$ cat src/rtl/conv_out_streamer.sv
// Regenerates a valid strobe for the convolver result word, drops window warm-up
// words at frame start, and streams the rest out as AXI-Stream through a small FWFT FIFO.
module conv_out_streamer #(
  parameter int unsigned NB_DATA      = 32,
  parameter int unsigned PIPE_LATENCY = 4,
  parameter int unsigned SKIP_WORDS   = 2,
  parameter int unsigned FRAME_WORDS  = 9801,
  parameter int unsigned FIFO_DEPTH   = 16
) (
  input  logic                        i_clk,
  input  logic                        i_reset,
  input  logic                        i_valid,
  input  logic                        i_sof,
  input  logic [NB_DATA-1:0]          i_conv_data,
  output logic [NB_DATA-1:0]          o_tdata,
  output logic                        o_tvalid,
  input  logic                        i_tready,
  output logic                        o_tlast,
  output logic                        o_overflow,
  output logic [$clog2(FIFO_DEPTH):0] o_level
);

  localparam int unsigned AW  = $clog2(FIFO_DEPTH);
  localparam int unsigned LW  = AW + 1;
  localparam int unsigned EW  = NB_DATA + 1;
  localparam int unsigned SKW = $clog2(SKIP_WORDS + 2);
  localparam int unsigned WCW = $clog2(FRAME_WORDS + 1);

  logic [PIPE_LATENCY-1:0] vld_pipe_q, vld_pipe_d;
  logic [PIPE_LATENCY-1:0] sof_pipe_q, sof_pipe_d;
  logic [SKW-1:0]          skip_cnt_q, skip_cnt_d;
  logic [WCW-1:0]          word_cnt_q, word_cnt_d, cnt_base;
  logic [EW-1:0]           mem_q [FIFO_DEPTH];
  logic [AW-1:0]           wr_ptr_q, wr_ptr_d, rd_ptr_q, rd_ptr_d;
  logic [LW-1:0]           level_q, level_d;
  logic [NB_DATA-1:0]      tdata_q, tdata_d;
  logic                    tlast_q, tlast_d;
  logic                    tvalid_q, tvalid_d;
  logic                    ovf_q, ovf_d;

  logic          v_d, sof_d, skipping, accept, acc_last;
  logic          pop, full, push;
  logic [EW-1:0] wentry, head;

  assign v_d    = vld_pipe_q[PIPE_LATENCY-1];
  assign sof_d  = sof_pipe_q[PIPE_LATENCY-1];
  assign wentry = {acc_last, i_conv_data};

  // Valid/sof delay line matching the convolver pipeline depth
  always_comb begin
    vld_pipe_d    = vld_pipe_q;
    sof_pipe_d    = sof_pipe_q;
    vld_pipe_d[0] = i_valid;
    sof_pipe_d[0] = i_valid & i_sof;
    for (int unsigned i = 1; i < PIPE_LATENCY; i++) begin
      vld_pipe_d[i] = vld_pipe_q[i-1];
      sof_pipe_d[i] = sof_pipe_q[i-1];
    end
  end

  // Warm-up skip and frame word counting; sof restarts both
  always_comb begin
    skip_cnt_d = skip_cnt_q;
    word_cnt_d = word_cnt_q;
    accept     = 1'b0;
    acc_last   = 1'b0;
    cnt_base   = sof_d ? '0 : word_cnt_q;
    skipping   = sof_d ? (SKIP_WORDS != 0) : (skip_cnt_q != '0);
    if (v_d) begin
      if (skipping) begin
        skip_cnt_d = sof_d ? SKW'(SKIP_WORDS - 1) : skip_cnt_q - SKW'(1);
        word_cnt_d = cnt_base;
      end else begin
        accept     = 1'b1;
        acc_last   = (cnt_base == WCW'(FRAME_WORDS - 1));
        word_cnt_d = acc_last ? '0 : cnt_base + WCW'(1);
        skip_cnt_d = '0;
      end
    end
  end

  // FIFO bookkeeping; the registered head is precomputed from post-edge pointers
  always_comb begin
    pop      = tvalid_q & i_tready;
    full     = (level_q == LW'(FIFO_DEPTH));
    push     = accept & (~full | pop);
    ovf_d    = ovf_q | (accept & full & ~pop);
    wr_ptr_d = wr_ptr_q + AW'(push);
    rd_ptr_d = rd_ptr_q + AW'(pop);
    level_d  = level_q + LW'(push) - LW'(pop);
    tvalid_d = (level_d != '0);
    head     = mem_q[rd_ptr_d];
    if (push && (wr_ptr_q == rd_ptr_d)) begin
      head = wentry;
    end
    if (level_d == '0) begin
      head = '0;
    end
    {tlast_d, tdata_d} = head;
  end

  // Storage needs no reset: pointers and level define what is live
  always_ff @(posedge i_clk) begin
    if (push) begin
      mem_q[wr_ptr_q] <= wentry;
    end
  end

  always_ff @(posedge i_clk or negedge i_reset) begin
    if (!i_reset) begin
      vld_pipe_q <= '0;
      sof_pipe_q <= '0;
      skip_cnt_q <= '0;
      word_cnt_q <= '0;
      wr_ptr_q   <= '0;
      rd_ptr_q   <= '0;
      level_q    <= '0;
      tdata_q    <= '0;
      tlast_q    <= 1'b0;
      tvalid_q   <= 1'b0;
      ovf_q      <= 1'b0;
    end else begin
      vld_pipe_q <= vld_pipe_d;
      sof_pipe_q <= sof_pipe_d;
      skip_cnt_q <= skip_cnt_d;
      word_cnt_q <= word_cnt_d;
      wr_ptr_q   <= wr_ptr_d;
      rd_ptr_q   <= rd_ptr_d;
      level_q    <= level_d;
      tdata_q    <= tdata_d;
      tlast_q    <= tlast_d;
      tvalid_q   <= tvalid_d;
      ovf_q      <= ovf_d;
    end
  end

  assign o_tdata    = tdata_q;
  assign o_tlast    = tlast_q;
  assign o_tvalid   = tvalid_q;
  assign o_overflow = ovf_q;
  assign o_level    = level_q;

endmodule

$ cat config.mk
export PLATFORM = sky130hd
export DESIGN_NAME = conv_out_streamer
export DESIGN_NICKNAME = d
export VERILOG_FILES = /design/src/rtl/conv_out_streamer.sv
export SDC_FILE = /design/constraint.sdc
export NUM_CORES = 1
export LEC_CHECK = 0
export CAP_MARGIN = 20
export CELL_PAD_IN_SITES_DETAIL_PLACEMENT = 2
export CELL_PAD_IN_SITES_GLOBAL_PLACEMENT = 2
export CORE_AREA = 2 2 178 311
export CTS_CLUSTER_SIZE = 14
export DETAILED_ROUTE_END_ITERATION = 7
export DIE_AREA = 0 0 180 313
export GPL_TIMING_DRIVEN = 1
export PLACE_DENSITY = 0.83
export SYNTH_ARGS = -nofsm -noshare
export SYNTH_HDL_FRONTEND = slang
export SYNTH_SLANG_ARGS = --single-unit
$ cat constraint.sdc
create_clock -name i_clk -period 5.55 [get_ports i_clk]
set_input_delay 1.11 -clock i_clk [delete_from_list [all_inputs] [get_ports i_clk]]
set_output_delay 1.11 -clock i_clk [all_outputs]
set_load 0.05 [all_outputs]
* Yosys cells after proc, flatten, opt, wreduce, memory -nomap -nowiden
Memory sizes are Yosys's and may differ from the RTL's.
Index checks and enable logic that the tools add are counted.
** Word-level totals
- Bits in latches :: 0
- Memories kept :: 1
- Register bits after elaboration :: 72
- Memory bits (writable) :: 528
- Output and inout bits :: 40
- Input port bits :: 37
- ROM bits :: 0
** Operators by class
- Reductions and logical operators :: 4
- Bitwise gates (word level) :: 9
- $add $sub $neg :: 6
- Eq/ne operators :: 3
- $lt $le $gt $ge :: 0
- Div/mod/pow operators :: 0
- Shifts and indexed selects :: 0
- Muxes and demuxes :: 14
- Multiply operators :: 0
** Memory list
- mem_q :: words 16, bits a word 33, rd ports 1, clocked after Yosys merged registers in 0, wr ports 1, RTL line 33 : logic [EW-1:0] mem_q [FIFO_DEPTH];
** Operators with widths (number)
- 33-bit 2-to-1 mux :: 2
- 14-bit 2-to-1 mux :: 3
- 14-bit by 1-bit adder with 14-bit output, second input constant :: 1
- 14-bit == test, second input constant :: 1
- 4-bit by 1-bit adder with 4-bit output :: 2
- 1-bit 2-to-1 mux :: 7
- 5-bit by 1-bit adder with 5-bit output :: 1
- 1-bit bitwise AND :: 5
- 5-bit == test, second input constant :: 1
- 5-bit zero test :: 1
- 5-bit nonzero test :: 1
- 5-bit by 1-bit subtractor with 5-bit output :: 1
- 4-bit == test :: 1
- 2-bit 2-to-1 mux :: 2
- 1-bit inverter :: 2
- 1-bit OR :: 2
- 2-bit nonzero test :: 1
- 2-bit by 1-bit subtractor with 2-bit output, second input constant :: 1
- 1-bit logical AND :: 1

* Logic depth before layout (Yosys ltp)
Gate-level depths: netlist of run 1.
- Depth in word-level cells :: 9
- Mapped depth :: 18
- Mapped depth without buffers :: 16

* Worst setup path before layout of run 1
Ideal clock, no wire load.
- Kind :: input -> register
- Start :: input port i_tready
- End :: memory mem_q[0][0] (netlist name) (enable)
- Buffers on the path :: 0
- Stages :: 5
- Path slack :: -0.055 ns
- Setup time :: 0.518 ns
- Data arrival time :: 5.088 ns
- Path through :: nand2_1 > nand4_1 > nand2_1 > nor2_1 > nor4b_1
** On the way
- Cells in the longest elaborated chain, start to end :: 5
** RTL lines
- from (decl) :: RTL line 17 : input logic i_tready,
- 1-bit bitwise AND :: RTL line 84 : pop = tvalid_q & i_tready;
- 1-bit OR :: RTL line 86 : push = accept & (~full | pop);
- 1-bit bitwise AND :: RTL line 86
- 1-bit 2-to-1 mux :: RTL line 104 : if (push) begin
- 1-bit 2-to-1 mux (implied by the code) :: RTL line 105 : mem_q[wr_ptr_q] <= wentry;
- to (decl) :: RTL line 33
No other way between the ends.

* Worst setup path in the final report of run 1
- Start :: register sof_pipe_q[3]
- End :: register tdata_q[8] (netlist: o_tdata[8])
** On the way
- Cells in the longest elaborated chain, start to end :: 8
- Elaborated cells on any way between the ends :: 10
- Classes of those cells :: add/sub: 2; mux: 5; bitwise: 1; reduce/logical: 2
** RTL lines
- from (decl) :: RTL line 30 : logic [PIPE_LATENCY-1:0] sof_pipe_q, sof_pipe_d;
- from (signal assigned) :: RTL line 124 : sof_pipe_q <= sof_pipe_d;
- 1-bit 2-to-1 mux * :: RTL line 68 : skipping = sof_d ? (SKIP_WORDS != 0) : (skip_cnt_q != '0);
- 1-bit 2-to-1 mux * :: RTL line 70 : if (skipping) begin
- 1-bit 2-to-1 mux * :: RTL line 69 : if (v_d) begin
- 1-bit bitwise AND * :: RTL line 86
- 5-bit by 1-bit adder with 5-bit output :: RTL line 90 : level_d = level_q + LW'(push) - LW'(pop);
- 5-bit by 1-bit subtractor with 5-bit output :: RTL line 90
- 5-bit zero test :: RTL line 96 : if (level_d == '0) begin
- 33-bit 2-to-1 mux * :: RTL line 96
- via head[8] :: RTL line 43 : logic [EW-1:0] wentry, head;
- to (signal assigned) :: RTL line 130 : tdata_q <= tdata_d;
- to (decl) :: RTL line 36 : logic [NB_DATA-1:0] tdata_q, tdata_d;
Mark *: on every way through the listed nets, which the timed path passes. The rest lies on a longest branch.
A chain may end at the register's enable or synchronous reset.

==> results.md, run 1 <==
* Outcome: finished clean
* Clk buf depth at 3
* Most used DFF post-synth: edfxtp_1
* Fin crit share at 0.798
* Hpwl dp at approximately 38000 um
* Critical path required time at 6080 ps
* Final setup violation count at 0
* Critical path endpoint category: flip-flop
* Placed cell count at 1859
* Syn Area/Cell at 20.7 um2
* Pwr dens at 586 nW/um2
* GRT overflow at 0
* Largest net degree at the start of global routing at 75
* Critical Path AT at 4950 ps
* Number of global-route vias before repair at 13400
* Initial core utilization at 0.426
* Total GRT Usage at 0.240
* IO buf count at 76
* Antenna violations before repair at 2
* Hold Path Sink: sof_pipe_q[2]
* Layout cell share with drive strength beyond 1 at 0.227
* Number of distinct library cells after synthesis at 53
* Via Count at 11800
* Std-Cell Rows at 113
* Worst R2R Path Depth at 15
* Startpoint types: flip-flop
* Die area at 56300 um2
* Htree depth at 2
* DR pass1 iterations at 5
* YS warnings at 0
* Post-synthesis register bit count at 600
* DRC at 0
* Synth area leader: edfxtp_1
* Final WL at 66600 um
* Share of flip-flops with an asynchronous set or reset at 0.120
* Worst skew pair latency at 610 ps
* Tmin final at 4430 ps
* Peak VDD IR at 0.446 mV
* Final GP Congestion at 0.783
* Reg2reg start: sof_pipe_q[3]
* DR WL/cell at 33.9 um
* Hold wc startpoint: sof_pipe_q[1]
* Pins Over Slew Limit at 0
* Syn Std Cell Area at approximately 23000 um2
* Worst-path maximum fanout at 22
* Clock Pin Slew Worst Setup and Hold Paths at 60 ps
* Critical path class: flip-flop to flip-flop
* Post-Syn Instances at 1110
* Leak at 8.91 nW
* Register area share after synthesis at 0.770
* Die X at 180 um
* Placement Setup Slack at 632 ps
* Top Ports at just under 80
* TritonCTS clock tree: done
* Max Freq at 226 MHz
* Via density at 5.98
* Post-synth top area share at 0.691
* Actual slew at the worst max-slew pin at 1080 ps
* Root Driver: clkbuf_16
* CTS Buf Count at 55
* Clock sink count at 600
* Endpoints failing hold at 0
* EDFF count, synth at 528
* Worst Setup Slack, final at ~1100 ps
* RSZ-0062 raised after global routing: false
* Synth Net Count at 1160
* Routed Antenna Nets at 0
* Die height at about 310 um
* Commonest non-fill, non-tap cell in the layout: edfxtp_1
* R2R Path End: o_tdata[8]
* Non-filler cells, final at 1965
* # nets final at 1280
* Cts repair resizes at 0
* Flop-to-flop setup slack at approximately 1100 ps
* Most frequent cells in the layout: edfxtp_1 (528), mux4_2 (132), clkdlybuf4s50_1 (75), dfrtp_1 (72), a22oi_1 (67)
* Hold depth at 0
* Fill cell count at 4633
* First-pass GRT wire length at 97100 um
* DRT iter0 DRCs at 1074
* Top cells by area, synth: edfxtp_1 (69%), mux4_2 (13%), dfrtp_1 (7.9%)
* Hold crit path type: flip-flop to flip-flop
* Worst Skew at approximately 14 ps
* Layout overhead on the synthesized area at 16.9%
* Total negative slack at 0 ps
* Worst relative slew slack at 0.277
* Post CTS Setup Buffer Count at 0
* Post-cts hold buffer count at 0
* Total of max-cap violations at 0
* Floorplan core area at 53900 um2
==> cell usage after synthesis, types with 2 or more instances <==
cell type and number:
buf_2 12, clkbuf_1 42, or3_1 2, nor3_1 8, o21ai_1 6, nand4_1 3
nand3_1 6, nand2b_1 6, nor4b_1 2, o2bb2ai_1 2, a22oi_1 67, ha_1 12
and3_1 5, nor2_1 28, edfxtp_1 528, nand2_1 51, mux4_2 132, a31oi_1 7
dfrtp_1 72, a22o_1 34, xor2_1 4, a21oi_1 6, nor4_1 6, o21ai_0 6
buf_1 4, xnor2_1 8, inv_1 22, nor2b_1 4
==> kinds of logic (layout without fill, tap and decap cells) <==
family | count (synthesis) | after routing | share of synthesized area
simple gates | 132 | 132 | 0.0281
flops | 600 | 600 | 0.770
compound gates | 140 | 140 | 0.0465
mux | 133 | 133 | 0.130
fa+ha+maj | 13 | 13 | 0.00742
buf+inv | 80 | 244 | 0.0137
xor+xnor | 12 | 12 | 0.00458
other cells | 0 | 1 | 0
==> area by class of cell <==
| cell class | count | area (um2) | area share |
|---|---|---|---|
| diodes | 1 | 2.50 | 0.0000933 |
| clock buffers | 70 | 1500 | 0.0561 |
| clock inverters | 31 | 332 | 0.0124 |
| inverters | 22 | 82.6 | 0.00308 |
| multi-input cells | 430 | 5150 | 0.192 |
| flip-flops and latches | 600 | 17700 | 0.658 |
| well taps | 690 | 863 | 0.0322 |
| repair buffers | 121 | 1230 | 0.0458 |
==> stage by stage <==
stage               hold WS (ps)  total power (W)  instance area [um2]   util
floorplan                    331          0.00970                22900      -
global placement             336           0.0114                24900  0.463
detailed placement           336           0.0118                24900  0.463
CTS                          348           0.0159                26800  0.497
global route                 363           0.0164                26800  0.498
finish                       345           0.0157                26800  0.498
==> metal layers <==
metal / global-route usage / up-vias / wire length, um
met2: 0.427 / 393 / 35800
met3: 0.0352 / 141 / 2800
li1: - / 4821 / -
met1: 0.293 / 6400 / 25400
met4: 0.0981 / 2 / 2540
met5: 0 / - / 13
==> critical path: stages (launching register included) <==
cell,delay (ps)
dfrtp_1,880
nor2_1,270
nor2_1,230
inv_1,90
a21boi_0,210
ha_1,220
inv_1,70
fa_1,420
nand2b_1,160
a21oi_1,250
o21ai_1,130
nor4b_1,170
buf_4,170
nor2_4,620
buf_16,250
a22o_1,160
==> where the power goes <==
| group | switching [W] | internal [W] |
|---|---|---|
| Sequential | 0.000278 | 0.00533 |
| Combinational | 0.00353 | 0.00264 |
| Clock | 0.00170 | 0.00224 |
| Total | 0.00551 | 0.0102 |
==> sequential cells by signal, summed over array words and instances (netlist names) <==
name,flops
wr_ptr_q,4
o_tvalid,1
o_level,5
word_cnt_q,14
skip_cnt_q,2
sof_pipe_q,4
o_overflow,1
vld_pipe_q,4
o_tdata,32
o_tlast,1
rd_ptr_q,4
mem_q,528
==> worst max-delay path by stage <==
stage | from | end | slack [ps] | cells past startpoint
6_report | sof_pipe_q[3] | o_tdata[8] | 1120 | 15
5_1_grt | sof_pipe_q[3] | o_tdata[8] | 810 | 15
4_1_cts | sof_pipe_q[3] | o_tdata[8] | 1140 | 15
3_5_place_dp | i_tready | o_tdata[8] | 630 | 16
3_3_place_gp | i_tready | o_tdata[31] | 670 | 15
2_1_floorplan | i_tready | mem_q[12][0] | 330 | 4
No activity file was read; power rests on OpenSTA's default activity.
==> run 2: changes to the inputs <==
Settings changed: CORE_AREA 2 2 178 311 to 2 2 174 304, DIE_AREA 0 0 180 313 to 0 0 176 306.
Clock period 5.55 ns to 4.1 ns, I/O delays scaled along.
==> run 2 against run 1 <==
Net effect:
- cell count down 0.20%
- routed wire length up 2.0%
- via count up 2.8%
- register-to-register slack worse by 850 ps
- combinational power up 40%
- clock skew up 17 ps
- worst setup slack worse by 850 ps
- critical endpoint is now o_tdata[27]
- critical path depth up 1
- clock power up 35%
- sequential share of layout area down 0.51 points
- largest power group unchanged
==> results.md, run 2 (synthesized netlist as in run 1, its figures left out) <==
* Outcome: finished clean
* Max Freq at 261 MHz
* Flop-to-flop setup slack at around 270 ps
* Total GRT Usage at 0.258
* GRT overflow at 0
* Hpwl dp at 38000 um
* Layout overhead on the synthesized area at 17.8%
* Antenna violations before repair at 1
* Die X at 176 um
* Root Driver: clkbuf_16
* Critical Path AT at about 4300 ps
* Critical path endpoint category: flip-flop
* Pwr dens at 796 nW/um2
* RSZ-0062 raised after global routing: false
* Antenna cells at 0
* Worst Setup Slack, final at 272 ps
* Final WL at 67900 um
* Via Count at 12100
* Number of global-route vias before repair at 13300
* Seq pwr share at 0.353
* Clock share of power at 0.246
* Final setup violation count at 0
* Switching Share at 0.352
* R2R Path End: o_tdata[27]
* Htree depth at 2
* First-pass GRT wire length at 98600 um
* Clk buf depth at 3
* Clock sink count at 600
* Post-cts hold buffer count at 0
* Int Power at ~0.014 W
* Reg2reg start: skip_cnt_q[0]
* DRT iter0 DRCs at 1157
* Area post-placement at 25200 um2
* Floorplan core area at 51300 um2
* Total of max-cap violations at 0
* Crit path from: skip_cnt_q[0]
* IO buf count at 76
* Comb pwr share at 0.401
* Worst Skew at 30.9 ps
* Worst R2R Path Depth at 16
* Worst-path maximum fanout at 17
* Total negative slack at 0 ps
* Fin crit share at 0.934
* Placement Setup Slack at -147 ps
* Fill cell count at 4287
* Via density at approximately 6
* Finished Cell Area at 27000 um2
* Critical path endpoint: o_tdata[27]
* Initial core utilization at 0.447
* Most frequent cells in the layout: edfxtp_1 (528), mux4_2 (132), clkdlybuf4s50_1 (75), dfrtp_1 (72), a22oi_1 (67)
* Area of the multi-input gates at 5180 um2
* Worst skew pair latency at 620 ps
* Startpoint types: flip-flop
* DRC at 0
* Die height at 306 um
* Top Ports at 77
* Cts repair resizes at 0
* Clock Pin Slew Worst Setup and Hold Paths at ~70 ps
* Reg area at roughly 18000 um2
* Hold crit path type: primary input to asynchronous set/reset pin
* Std-Cell Rows at 110
* Final Core Density at 0.527
* TritonCTS clock tree: done
* CTS Buf Count at 54
* Commonest non-fill, non-tap cell in the layout: edfxtp_1
* DR pass1 iterations at 6
* Worst relative slew slack at 0.336
* Routed Antenna Nets at 0
* Critical path class: flip-flop to flip-flop
* Largest register FFs at about 530
* Endpoints failing hold at 0
* Peak VDD IR at about 0.45 mV
* Leak at 9.00 nW
* DR WL/cell at between 30 and 40 um
* P_sw at 0.00757 W
* Die area at roughly 54000 um2
* Critical path required time at 4570 ps
* Layout cell share with drive strength beyond 1 at 0.237
* Final GP Congestion at 0.796
* Actual slew at the worst max-slew pin at between 900 and 1000 ps
* # nets final at 1293
* Tmin final at 3830 ps
* Most flops, register: mem_q
* Pwr Total at ~0.022 W
* Pins Over Slew Limit at 0
* Largest net degree at the start of global routing at 64
* Post CTS Setup Buffer Count at 0
[run 2: cell count changes in the layout (fill, tap and decap cells not counted), moves of 3 or more]
cell and delta:
nor3_2 -3, buf_12 +12, clkbuf_8 +5, bufinv_16 -3, nor3_4 +3, clkinv_1 -7
clkbuf_1 +8, buf_6 -3, clkinv_2 -3, buf_4 +6
[run 2: area by class of cell]
cell class,count,area share
clock inverter,18,0.00764
clock buffer,84,0.0596
inverter,22,0.00305
tap,672,0.0311
timing repair buffer,135,0.0537
multi-input combinational,430,0.192
sequential,600,0.653
[run 2: critical path, stage by stage, from the launching register on]
cell and delay [ps]:
dfrtp_1 400, inv_1 100, ha_2 250, nand2_1 130
nor2_4 200, nand2_1 100, a21boi_0 230, ha_1 220
inv_1 60, fa_1 500, inv_1 60, or3_1 390
nor4b_1 330, buf_4 220, nor2b_4 70, buf_12 160
a22o_1 280
[run 2: stage by stage]
stage | hold WS (ps) | instances
after CTS | 359 | 1960
after global routing | 377 | 1961
after global placement | 343 | 1858
final | 359 | 1961
after detailed placement | 339 | 1858
after floorplan | 331 | 1110
[run 2: per-layer routing]
metal  vias to the layer above  GRT usage  wire length (um)
li1                       4858          -                 -
met1                      6658      0.339             26600
met2                       453      0.450             35800
met3                       114     0.0273              3270
met4                         2     0.0840              2110
met5                         -          0                13
[run 2: worst min path at each step]
stage	start	to	slack, ps
after floorplan	sof_pipe_q[0]	sof_pipe_q[1]	330
after global placement	vld_pipe_q[1]	vld_pipe_q[2]	340
after detailed placement	vld_pipe_q[0]	vld_pipe_q[1]	340
after CTS	vld_pipe_q[1]	vld_pipe_q[2]	360
after global routing	vld_pipe_q[0]	vld_pipe_q[1]	380
final	i_reset	o_tdata[28]	360
[run 2: power groups by stage]
stage / clock network [W] / logic [W] / registers (W)
2_1_floorplan: 0 / 0.00496 / 0.00818
4_1_cts: 0.00539 / 0.00874 / 0.00760
6_report: 0.00529 / 0.00863 / 0.00759
3_3_place_gp: 0 / 0.00806 / 0.00766
5_1_grt: 0.00555 / 0.00916 / 0.00762
3_5_place_dp: 0 / 0.00863 / 0.00771
==> run 3: changes to the inputs <==
Settings changed: CORE_AREA 2 2 174 304 to 3 3 175 305, DIE_AREA 0 0 176 306 to 0 0 178 308.
==> run 3 against run 2 <==
Net effect:
- design area shrank 0.43%
- sequential power is essentially flat
- register-to-register slack worse by 70 ps
- cell count decreased by 0.31%
- non-clock buffer count fell by 4
- sequential share of layout area grew 0.28 points
- critical path type unchanged
- highest routed layer is now met4
==> results.md, run 3 (synthesized netlist as in run 1, its figures left out) <==
* P_sw at between 0.007 and 0.008 W
* WP buf/inv at 5
* Max Freq at 256 MHz
* Clock share of power at 0.242
* Critical path class: flip-flop to flip-flop
* Via Count at between 10000 and 15000
* # nets final at 1290
* DR WL/cell at 34.8 um
* Placed cell count at 1854
* Floorplan core area at about 50000 um2
* Final WL at roughly 68000 um
* Peak VDD IR at approximately 0.5 mV
* Hpwl dp at a little under 40000 um
* Switching Share at 0.353
* Worst relative slew slack at 0.327
* Fin crit share at 0.952
* DRC at 0
* Seq pwr share at 0.358
* Die area at 54800 um2
* Die X at 178 um
* Largest net degree at the start of global routing at 80
* Worst Skew at 32.3 ps
* Final setup violation count at 0
* Outcome: finished clean
* Tmin final at 3900 ps
* Total of max-cap violations at 0
* Routed Antenna Nets at 0
* Clk buf depth at 3
* DRT iter0 DRCs at approximately 1300
* Layout overhead on the synthesized area at 17.3%
* Crit-path leading delay family: simple AND/OR/NAND/NOR gates
* Worst skew pair latency at 600 ps
* Post-cts hold buffer count at 0
* Total negative slack at 0 ps
* Antenna violations before repair at 0
* Critical path's slowest cell: fa_1
* Endpoints failing hold at 0
* CP cell instances: inv_1 > ha_2 > nand2_1 > nor2_2 > nand2_1 > a21boi_0 > ha_1 > inv_1 > fa_1 > inv_1 > or3_1 > nor4b_2 > buf_4 > nor2_4 > buf_12 > a22o_1
* Root Driver: clkbuf_16
* CTS Buf Count at 55
* Worst-path maximum fanout at 15
* Final GP Congestion at 0.783
* Antenna cells at 0
* Largest register FFs at 528
* Pins Over Slew Limit at 0
* Critical path endpoint category: flip-flop
* Clock sink count at 600
* RSZ-0062 raised after global routing: false
* Most used cell, CP: inv_1
* Layout cell share with drive strength beyond 1 at 0.235
* Via density at 6.14
* Int Power at 0.0137 W
* GRT overflow at 0
* Std-Cell Rows at 110
* Die height at 308 um
* Pwr Total at approximately 0.021 W
* Total GRT Usage at 0.255
* Comb pwr share at 0.400
* Most frequent cells in the layout: edfxtp_1 (528), mux4_2 (132), clkdlybuf4s50_1 (75), dfrtp_1 (72), a22oi_1 (67)
* Leak at 8.94 nW
* Slowest Stage Delay on Critical Path at around 510 ps
* Critical path required time at around 4600 ps
* Commonest non-fill, non-tap cell in the layout: edfxtp_1
* Critical Path AT at between 4000 and 5000 ps
* IO buf count at 76
* Top Ports at 77
* Pwr dens at 789 nW/um2
* Initial core utilization at 0.447
* Startpoint types: flip-flop
* Actual slew at the worst max-slew pin at 1010 ps
* Most flops, register: mem_q
* Number of global-route vias before repair at 13400
* Htree depth at 2
* DR pass1 iterations at 5
* Clock Pin Slew Worst Setup and Hold Paths at roughly 60 ps
* First-pass GRT wire length at approximately 100000 um
* Hold crit path type: flip-flop to flip-flop
* TritonCTS clock tree: done
* Non-filler cells, final at about 2000
[run 3: what timing repair did]
action                                  in CTS  in global routing
resized for setup                            1                  2
endpoints found under the setup margin      27                 33
setup buffers                                0                  0
[run 3: worst reg2reg max path, delay by kind of cell, from the launching register on]
kind | cells | cell delay [ps]
compound gates | 2 | 530
fa+ha+maj | 3 | 1000
buf+inv | 5 | 640
flops | 1 | 370
simple gates | 6 | 1220
[run 3: layout make-up]
cell class	instances	area, um2
Clock inverter	20	198
Inverter	22	82.6
Multi-Input combinational cell	430	5180
Fill cell	4269	24400
Sequential cell	600	17700
Timing Repair Buffer	131	1380
Tap cell	672	841
Clock buffer	80	1570
[run 3: power by group through the flow]
| stage | Clock, W | Combinational, W | Sequential (W) |
|---|---|---|---|
| floorplan | 0 | 0.00496 | 0.00818 |
| global placement | 0 | 0.00794 | 0.00768 |
| detailed placement | 0 | 0.00849 | 0.00772 |
| CTS | 0.00524 | 0.00860 | 0.00761 |
| global route | 0.00547 | 0.00907 | 0.00764 |
| finish | 0.00514 | 0.00850 | 0.00759 |
[run 3: path summary, 6_finish.rpt]
path / from / to / slack, ps / depth (start not counted)
setup / recovery: skip_cnt_q[1] / o_tdata[30] / 200 / 16
max in group asynchronous: i_reset / o_tdata[31] / 2910 / 2
min in group asynchronous: i_reset / o_level[3] / 390 / 1
hold reg to reg: vld_pipe_q[1] / vld_pipe_q[2] / 360 / 0
hold / removal: vld_pipe_q[1] / vld_pipe_q[2] / 360 / 0
setup reg to reg: skip_cnt_q[1] / o_tdata[30] / 200 / 16
[run 3: metal layers]
layer,global-route usage,vias up,wire length [um]
met1,0.326,6525,25600
li1,-,4848,-
met5,0,-,0
met3,0.0349,140,3610
met2,0.449,499,36600
met4,0.0850,0,2340
[run 3: per-stage QoR]
stage / instance area (um2) / worst slack [ps] / hold WS [ps] / utilization
after detailed placement: 25100 / -295 / 343 / 0.490
after global routing: 26900 / 26.4 / 371 / 0.524
after floorplan: 23000 / -852 / 331 / -
after CTS: 26900 / 31.3 / 366 / 0.524
after global placement: 25100 / -28.9 / 344 / 0.490
final: 26900 / 198 / 359 / 0.524
